## src/rtl/vga_fill_engine_if.sv

```systemverilog
// Bus bundle between the fill engine and the host / VGA memory port.
// Active-low VGA strobes carry an _n suffix.
interface vga_fill_engine_if;
    // host control
    logic        start;
    logic        abort;
    logic [16:0] start_addr;
    logic [16:0] byte_count;
    logic [7:0]  fill_value;
    // VGA wait line
    logic        rdy;
    // VGA memory port
    logic [16:0] vga_addr;
    logic        vga_mem_n;
    logic        wr_n;
    logic        rd_n;
    logic        bhe_n;
    logic [15:0] data_out;
    logic        data_oe;
    // status
    logic        busy;
    logic        done;
    logic        error;

    // engine side: drives the VGA port and status
    modport master (
        input  start, abort, start_addr, byte_count, fill_value, rdy,
        output vga_addr, vga_mem_n, wr_n, rd_n, bhe_n, data_out, data_oe,
        output busy, done, error
    );

    // host / memory side
    modport slave (
        output start, abort, start_addr, byte_count, fill_value, rdy,
        input  vga_addr, vga_mem_n, wr_n, rd_n, bhe_n, data_out, data_oe,
        input  busy, done, error
    );
endinterface

```

## src/rtl/vga_fill_engine.sv

```systemverilog
// VGA fill engine: writes a constant byte over a range of the 128 KB VGA
// window using 8086-style byte/word write cycles, honouring rdy wait states.
module vga_fill_engine #(
    parameter int SETUP_CYC   = 2,
    parameter int WR_HOLD     = 4,
    parameter int RECOVER_CYC = 2,
    parameter int TIMEOUT     = 1023
) (
    input  logic                clk_i,
    input  logic                rst_ni,
    vga_fill_engine_if.master   bus
);
    localparam int TW = $clog2(TIMEOUT + 1);

    // HOLD is the first recovery clock: _wr released, select/addr/data kept.
    typedef enum logic [2:0] {IDLE, SETUP, STROBE, HOLD, RECOVER, FINISH} state_e;

    state_e        state_q, state_d;
    logic [16:0]   addr_q, addr_d;
    logic [16:0]   rem_q, rem_d;
    logic [7:0]    fill_q, fill_d;
    logic          bhe_q, bhe_d;      // active low, per bus cycle
    logic [1:0]    step_q, step_d;
    logic [3:0]    cnt_q, cnt_d;      // SETUP / RECOVER phase counter
    logic [3:0]    hold_q, hold_d;    // consecutive rdy=1 clocks in STROBE
    logic [TW-1:0] to_q, to_d;        // clocks spent in STROBE
    logic          err_q, err_d;
    logic          rdy_q;
    logic          on_bus;

    // Cycle type from address and remaining count: {bhe_n, step}.
    // Odd address -> high byte; even with one byte left -> low byte; else word.
    function automatic logic [2:0] cyc_kind(input logic [16:0] a, input logic [16:0] n);
        if (a[0])            return {1'b0, 2'd1};
        else if (n == 17'd1) return {1'b1, 2'd1};
        else                 return {1'b0, 2'd2};
    endfunction

    // Next-state and datapath updates
    always_comb begin
        state_d = state_q;
        addr_d  = addr_q;
        rem_d   = rem_q;
        fill_d  = fill_q;
        bhe_d   = bhe_q;
        step_d  = step_q;
        cnt_d   = cnt_q;
        hold_d  = hold_q;
        to_d    = to_q;
        err_d   = err_q;
        case (state_q)
            IDLE: begin
                if (bus.start) begin
                    addr_d = bus.start_addr;
                    rem_d  = bus.byte_count;
                    fill_d = bus.fill_value;
                    err_d  = 1'b0;
                    cnt_d  = '0;
                    if (bus.byte_count == 17'd0) begin
                        state_d = FINISH;
                    end else begin
                        {bhe_d, step_d} = cyc_kind(bus.start_addr, bus.byte_count);
                        state_d = SETUP;
                    end
                end
            end
            SETUP: begin
                cnt_d = cnt_q + 4'd1;
                if (cnt_q == 4'(SETUP_CYC - 1)) begin
                    cnt_d   = '0;
                    hold_d  = '0;
                    to_d    = '0;
                    state_d = STROBE;
                end
            end
            STROBE: begin
                hold_d = rdy_q ? hold_q + 4'd1 : 4'd0;
                to_d   = to_q + 1'b1;
                if (rdy_q && hold_q == 4'(WR_HOLD - 1)) begin
                    state_d = HOLD;
                end else if (to_q == TW'(TIMEOUT - 1)) begin
                    err_d   = 1'b1;
                    state_d = FINISH;
                end
            end
            HOLD: begin
                // address wraps naturally at 17 bits
                addr_d  = addr_q + 17'(step_q);
                rem_d   = rem_q - 17'(step_q);
                cnt_d   = '0;
                state_d = RECOVER;
            end
            RECOVER: begin
                cnt_d = cnt_q + 4'd1;
                if (cnt_q == 4'(RECOVER_CYC - 1)) begin
                    cnt_d = '0;
                    if (rem_q == 17'd0) begin
                        state_d = FINISH;
                    end else begin
                        {bhe_d, step_d} = cyc_kind(addr_q, rem_q);
                        state_d = SETUP;
                    end
                end
            end
            FINISH:  state_d = IDLE;
            default: state_d = IDLE;
        endcase
        // abort only takes effect once the engine has left IDLE, so a
        // start in the same clock still wins
        if (bus.abort && state_q != IDLE) begin
            err_d = 1'b1;
            if (state_q != FINISH) state_d = FINISH;
        end
    end

    // State and datapath registers
    always_ff @(posedge clk_i or negedge rst_ni) begin
        if (!rst_ni) begin
            state_q <= IDLE;
            addr_q  <= '0;
            rem_q   <= '0;
            fill_q  <= '0;
            bhe_q   <= 1'b1;
            step_q  <= 2'd0;
            cnt_q   <= '0;
            hold_q  <= '0;
            to_q    <= '0;
            err_q   <= 1'b0;
            rdy_q   <= 1'b0;
        end else begin
            state_q <= state_d;
            addr_q  <= addr_d;
            rem_q   <= rem_d;
            fill_q  <= fill_d;
            bhe_q   <= bhe_d;
            step_q  <= step_d;
            cnt_q   <= cnt_d;
            hold_q  <= hold_d;
            to_q    <= to_d;
            err_q   <= err_d;
            rdy_q   <= bus.rdy;
        end
    end

    // Outputs decode straight from registers so async reset clears them at once
    assign on_bus        = (state_q == SETUP) || (state_q == STROBE) || (state_q == HOLD);
    assign bus.vga_addr  = addr_q;
    assign bus.vga_mem_n = !on_bus;
    assign bus.wr_n      = (state_q != STROBE);
    assign bus.rd_n      = 1'b1;
    assign bus.bhe_n     = on_bus ? bhe_q : 1'b1;
    assign bus.data_out  = {fill_q, fill_q};
    assign bus.data_oe   = on_bus;
    assign bus.busy      = (state_q != IDLE);
    assign bus.done      = (state_q == FINISH);
    assign bus.error     = err_q;
endmodule

```

## src/flat_wrapper.sv

```systemverilog
// flat-port wrapper written by rule: the top's interface ports become plain ports
module vga_fill_engine_flat 
#(
    parameter int SETUP_CYC   = 2,
    parameter int WR_HOLD     = 4,
    parameter int RECOVER_CYC = 2,
    parameter int TIMEOUT     = 1023
)
  (clk_i, rst_ni, bus_start, bus_abort, bus_start_addr, bus_byte_count, bus_fill_value, bus_rdy, bus_vga_addr, bus_vga_mem_n, bus_wr_n, bus_rd_n, bus_bhe_n, bus_data_out, bus_data_oe, bus_busy, bus_done, bus_error);
  vga_fill_engine_if bus_i ();
  input  logic clk_i;
  input  logic rst_ni;
  input wire logic [$bits(bus_i.start)-1:0] bus_start;
  input wire logic [$bits(bus_i.abort)-1:0] bus_abort;
  input wire logic [$bits(bus_i.start_addr)-1:0] bus_start_addr;
  input wire logic [$bits(bus_i.byte_count)-1:0] bus_byte_count;
  input wire logic [$bits(bus_i.fill_value)-1:0] bus_fill_value;
  input wire logic [$bits(bus_i.rdy)-1:0] bus_rdy;
  output wire logic [$bits(bus_i.vga_addr)-1:0] bus_vga_addr;
  output wire logic [$bits(bus_i.vga_mem_n)-1:0] bus_vga_mem_n;
  output wire logic [$bits(bus_i.wr_n)-1:0] bus_wr_n;
  output wire logic [$bits(bus_i.rd_n)-1:0] bus_rd_n;
  output wire logic [$bits(bus_i.bhe_n)-1:0] bus_bhe_n;
  output wire logic [$bits(bus_i.data_out)-1:0] bus_data_out;
  output wire logic [$bits(bus_i.data_oe)-1:0] bus_data_oe;
  output wire logic [$bits(bus_i.busy)-1:0] bus_busy;
  output wire logic [$bits(bus_i.done)-1:0] bus_done;
  output wire logic [$bits(bus_i.error)-1:0] bus_error;
  assign bus_i.start = bus_start;
  assign bus_i.abort = bus_abort;
  assign bus_i.start_addr = bus_start_addr;
  assign bus_i.byte_count = bus_byte_count;
  assign bus_i.fill_value = bus_fill_value;
  assign bus_i.rdy = bus_rdy;
  assign bus_vga_addr = bus_i.vga_addr;
  assign bus_vga_mem_n = bus_i.vga_mem_n;
  assign bus_wr_n = bus_i.wr_n;
  assign bus_rd_n = bus_i.rd_n;
  assign bus_bhe_n = bus_i.bhe_n;
  assign bus_data_out = bus_i.data_out;
  assign bus_data_oe = bus_i.data_oe;
  assign bus_busy = bus_i.busy;
  assign bus_done = bus_i.done;
  assign bus_error = bus_i.error;
  vga_fill_engine #(.SETUP_CYC(SETUP_CYC), .WR_HOLD(WR_HOLD), .RECOVER_CYC(RECOVER_CYC), .TIMEOUT(TIMEOUT)) u_core (.clk_i(clk_i), .rst_ni(rst_ni), .bus(bus_i));
endmodule
```

## config.mk

```make
export PLATFORM = sky130hd
export DESIGN_NAME = vga_fill_engine_flat
export DESIGN_NICKNAME = d
export VERILOG_FILES = /design/src/rtl/vga_fill_engine_if.sv /design/src/rtl/vga_fill_engine.sv /design/src/flat_wrapper.sv
export SDC_FILE = /design/constraint.sdc
export NUM_CORES = 1
export LEC_CHECK = 0
export ABC_AREA = 1
export BUFFER_PORTS_ARGS = -buffer_cell sky130_fd_sc_hd__buf_2
export CAP_MARGIN = 25
export CORE_UTILIZATION = 50
export DETAILED_ROUTE_END_ITERATION = 16
export GPL_TIMING_DRIVEN = 0
export MAX_ROUTING_LAYER = met4
export PLACE_DENSITY = 0.88
export SYNTH_ARGS = -nofsm -noshare
export SYNTH_HDL_FRONTEND = slang
export SYNTH_SLANG_ARGS = --single-unit
```

## constraint.sdc

```tcl
create_clock -name clk_i -period 1.8 [get_ports clk_i]
set_clock_uncertainty 0.05 [all_clocks]
set_input_delay 0.36 -clock clk_i [delete_from_list [all_inputs] [get_ports clk_i]]
set_output_delay 0.36 -clock clk_i [all_outputs]
set_load 0.05 [all_outputs]
```

==> summary.md <==
| Metric | Value |
|---|---|
| Boundary Pins | around 90 |
| Placer congestion estimate | about 0.97 |
| Worst-margin pin slew | 891.5 ps |
| Max clock buf depth | 2 |
| Area leader, netlist | dfrtp_1 |
| Max cap viols | 0 |
| Core Footprint | 8299 µm² |
| Number of port buffers | 86 |
| Power, Total | 9.476 mW |
| Hold WS | around 66 ps |
| Final setup violating endpoints | 4 |
| Yosys top cell area share | 0.3862 |
| Initial core utilization | 0.5231 |
| Initial antenna violation count | 0 |
| Synth cell count leaders | nand2_1, nor2_1, dfrtp_1, inv_1, nand3_1 |
| Gr usage total | 0.2918 |
| Post-Synthesis Cells | 606 |
| Type of the worst setup path | register to output port |
| Cells along the critical path | clkinv_4 > nand2_8 > nand2_8 > clkinvlp_4 > or2_4 > buf_8 |
| Final Max Tran Viols | 0 |
| Via Count | 4688 |
| VDD IR-drop max | about 1000 µV |
| Most instantiated library cell after synthesis | nand2_1 |
| Violated checks | negative setup slack |
| Slowest cell delay on critical path | about 430 ps |
| WL final | 12.58 mm |
| GRT overflow | 0 |
| Max Fclk | 0.5331 GHz |
| Distinct cell type count after synthesis | 44 |
| ANT cells | 0 |
| First-pass GRT wire length | 19.78 mm |
| Die width | 95.19 µm |
| Sequential fraction of the synthesis area | 0.3922 |
| Synth area leaders | dfrtp_1, nand2_1, nor2_1, nand3_1, inv_1 |
| Htree depth | 3 |
| CP delay by family, top | flip-flops |
| Hold Vio Cnt, Final | 0 |
| Die Area | 9060 µm² |
| Area growth from synthesis to layout | 26.71% |
| Reg clk slew, reported paths | 80 ps |
| Cell Pwr Density | between 1500 and 2000 nW/µm² |
| Crit-path max FO | 4 |
| DRC | 0 |
| DR iter-0 viols | 348 |
| Startpoint types | register |
| Run status | complete, but fails checks |
| CP Data Required Time | about 1400 ps |
| Syn_nets | 664 |
| DR vias/cell | 5.621 |
| Share of cells above drive strength 1 | 0.2936 |
| Clock Tree Root | clkbuf_8 |
| Worst hold-check path type | input pin to asynchronous set/reset pin |
| WP buf/inv | 3 |
| Setup TNS | -164.9 ps |
| Final period utilization | 1.042 |
| Wire per inst | 15.08 µm |
| Synth Register Bits | 68 |
| RSZ-0062 raised after global routing | yes |
| Main flop type after synthesis | dfrtp_1 |
| Ys Warns | 0 |
| Post-DRT Antenna Nets | 0 |
| 1st-pass router iterations | 5 |
| CP max stage cell | dfrtp_2 |
| Most frequent CP cell | nand2_8 |
| DPL Wire Length | 8.620 mm |
| Layout Nets | slightly below 800 |
| Final WS setup | -75.96 ps |
| Pin count of the biggest net entering global routing | 69 |
| Final worst path period need | 1876 ps |
| R2r setup slk | -60 ps |
| Leak | 2.708 nW |
| Slew headroom | 0.4057 |
| Syn_area_per_cell | between 7 and 8 µm² |
| # clock sinks | 68 |
| Post-layout util | 0.6629 |
| Post-synth ARST share | 1.000 |
| Hold_buf cts | 0 |
| Clock latency on the worst-skew pair | 350 ps |
| Post-synth EDFFs | 0 |
| Vias in the first global route | 4351 |
| Die Y | 95.19 µm |
| Critical path arrival | 1470 ps |
| CTS tree | yes |
| Row cnt | 33 |
| Inserted Clock Buffers | 9 |
| Netlist Area Pre-Place | 4342 µm² |
| CP endpoint kind | output port |
| Pre-CTS WS | -116.3 ps |
-- cell families after synthesis --
group           after synthesis  share of synthesized area
fa+ha+maj                    11                    0.03516
simple gates                351                     0.3504
compound gates               73                    0.09885
xor+xnor                     15                    0.03026
other cells                   1                  0.0008637
flops                        68                     0.3922
buf+inv                      86                    0.08991
mux                           1                   0.002306
-- where the power goes --
group | internal (mW) | switching, mW | total, mW | leakage (nW)
Clock | 0.534 | 0.592 | 1.13 | 0.0824
Sequential | 2.09 | 0.647 | 2.74 | 0.850
Combinational | 1.76 | 3.85 | 5.61 | 1.78
Total | 4.39 | 5.09 | 9.48 | 2.71
-- layout make-up --
class                      count  area (µm²)
inverter                      64       256.5
fill                         640        2798
timing repair buffer         107       623.1
clock buffer                  12       145.1
multi-input combinational    452        2450
tap                          105       131.4
buffer                        22       161.4
sequential                    68        1709
clock inverter                 4       25.02
-- cell usage in the layout, fill, tap and decap left out, types with 2 or more instances in the layout --
cell type   count
fa_2            2
xnor2_1         4
buf_2          83
nand2_4         4
buf_4          34
nor2_2          3
clkbuf_8       10
a21oi_1        10
inv_2          12
inv_4           3
o22ai_1         4
clkbuf_1        2
clkbuf_4        5
nand3_1        47
nand3b_1        2
or2_2           2
nand4_1        11
dfrtp_1        62
buf_6           5
nor2_4         10
nand2_2        12
nand3_2         2
a31oi_1         4
clkinvlp_4      3
o21ai_0        29
o21ai_1         8
xor2_1         11
clkinv_2        2
nor3_2          2
dfrtp_2         5
nor2_1         66
nand2_8         3
o211ai_1        7
ha_1            8
inv_1          47
nor3_1          5
nand3_4         3
nand2_1       176
-- worst paths after layout --
check                                   from                       to  cells past startpoint
max                        u_core.state_q[2]                bus_bhe_n                      6
min                                   rst_ni  u_core.bus.vga_addr[10]                      1
max reg2reg                 u_core.step_q[0]  u_core.bus.vga_addr[16]                     13
min reg2reg                     u_core.bhe_q             u_core.bhe_q                      2
max in group asynchronous             rst_ni        u_core.state_q[0]                      1
min in group clk_i                   bus_rdy             u_core.rdy_q                      1
-- worst register-to-register path, cell delays in order (launching register included) --
cell     delay [ps]
dfrtp_1         420
ha_4            180
inv_2            40
fa_2            320
inv_2            80
nand3_4          90
inv_2            80
nand2_2          60
inv_2            80
nand3_2          70
nand2_2         100
nand3_2          80
nand2_1          70
nand2_1          40
-- repair_timing --
item	4_1_cts	5_1_grt
pin swaps	6	8
endpoints found under the setup margin	19	39
buffers inserted	12	9
resized for setup	17	38
-- layer usage --
metal,track usage,share of wire,vias up
met5,-,0,-
met4,0.1389,0.034,0
met3,0.03828,0.085,47
met2,0.4911,0.49,263
met1,0.3446,0.39,2197
li1,-,-,2181
-- per-stage QoR --
step           instance area [µm²]  std cells
6_report                      5502        834
5_1_grt                       5502        834
4_1_cts                       5303        825
3_5_place_dp                  4977        797
3_3_place_gp                  4975        797
2_1_floorplan                 4413        606
-- state kept, by name (all words and copies together) (netlist names) --
name and flops:
u_core.cnt_q 4, u_core.fill_q 8, u_core.rdy_q 1, u_core.bus.error 1, u_core.step_q 2, u_core.to_q 10, u_core.bus.vga_addr 17, u_core.bhe_q 1
u_core.hold_q 4, u_core.state_q 3, u_core.rem_q 17
Note: power is estimated with default switching activity, not from simulation.
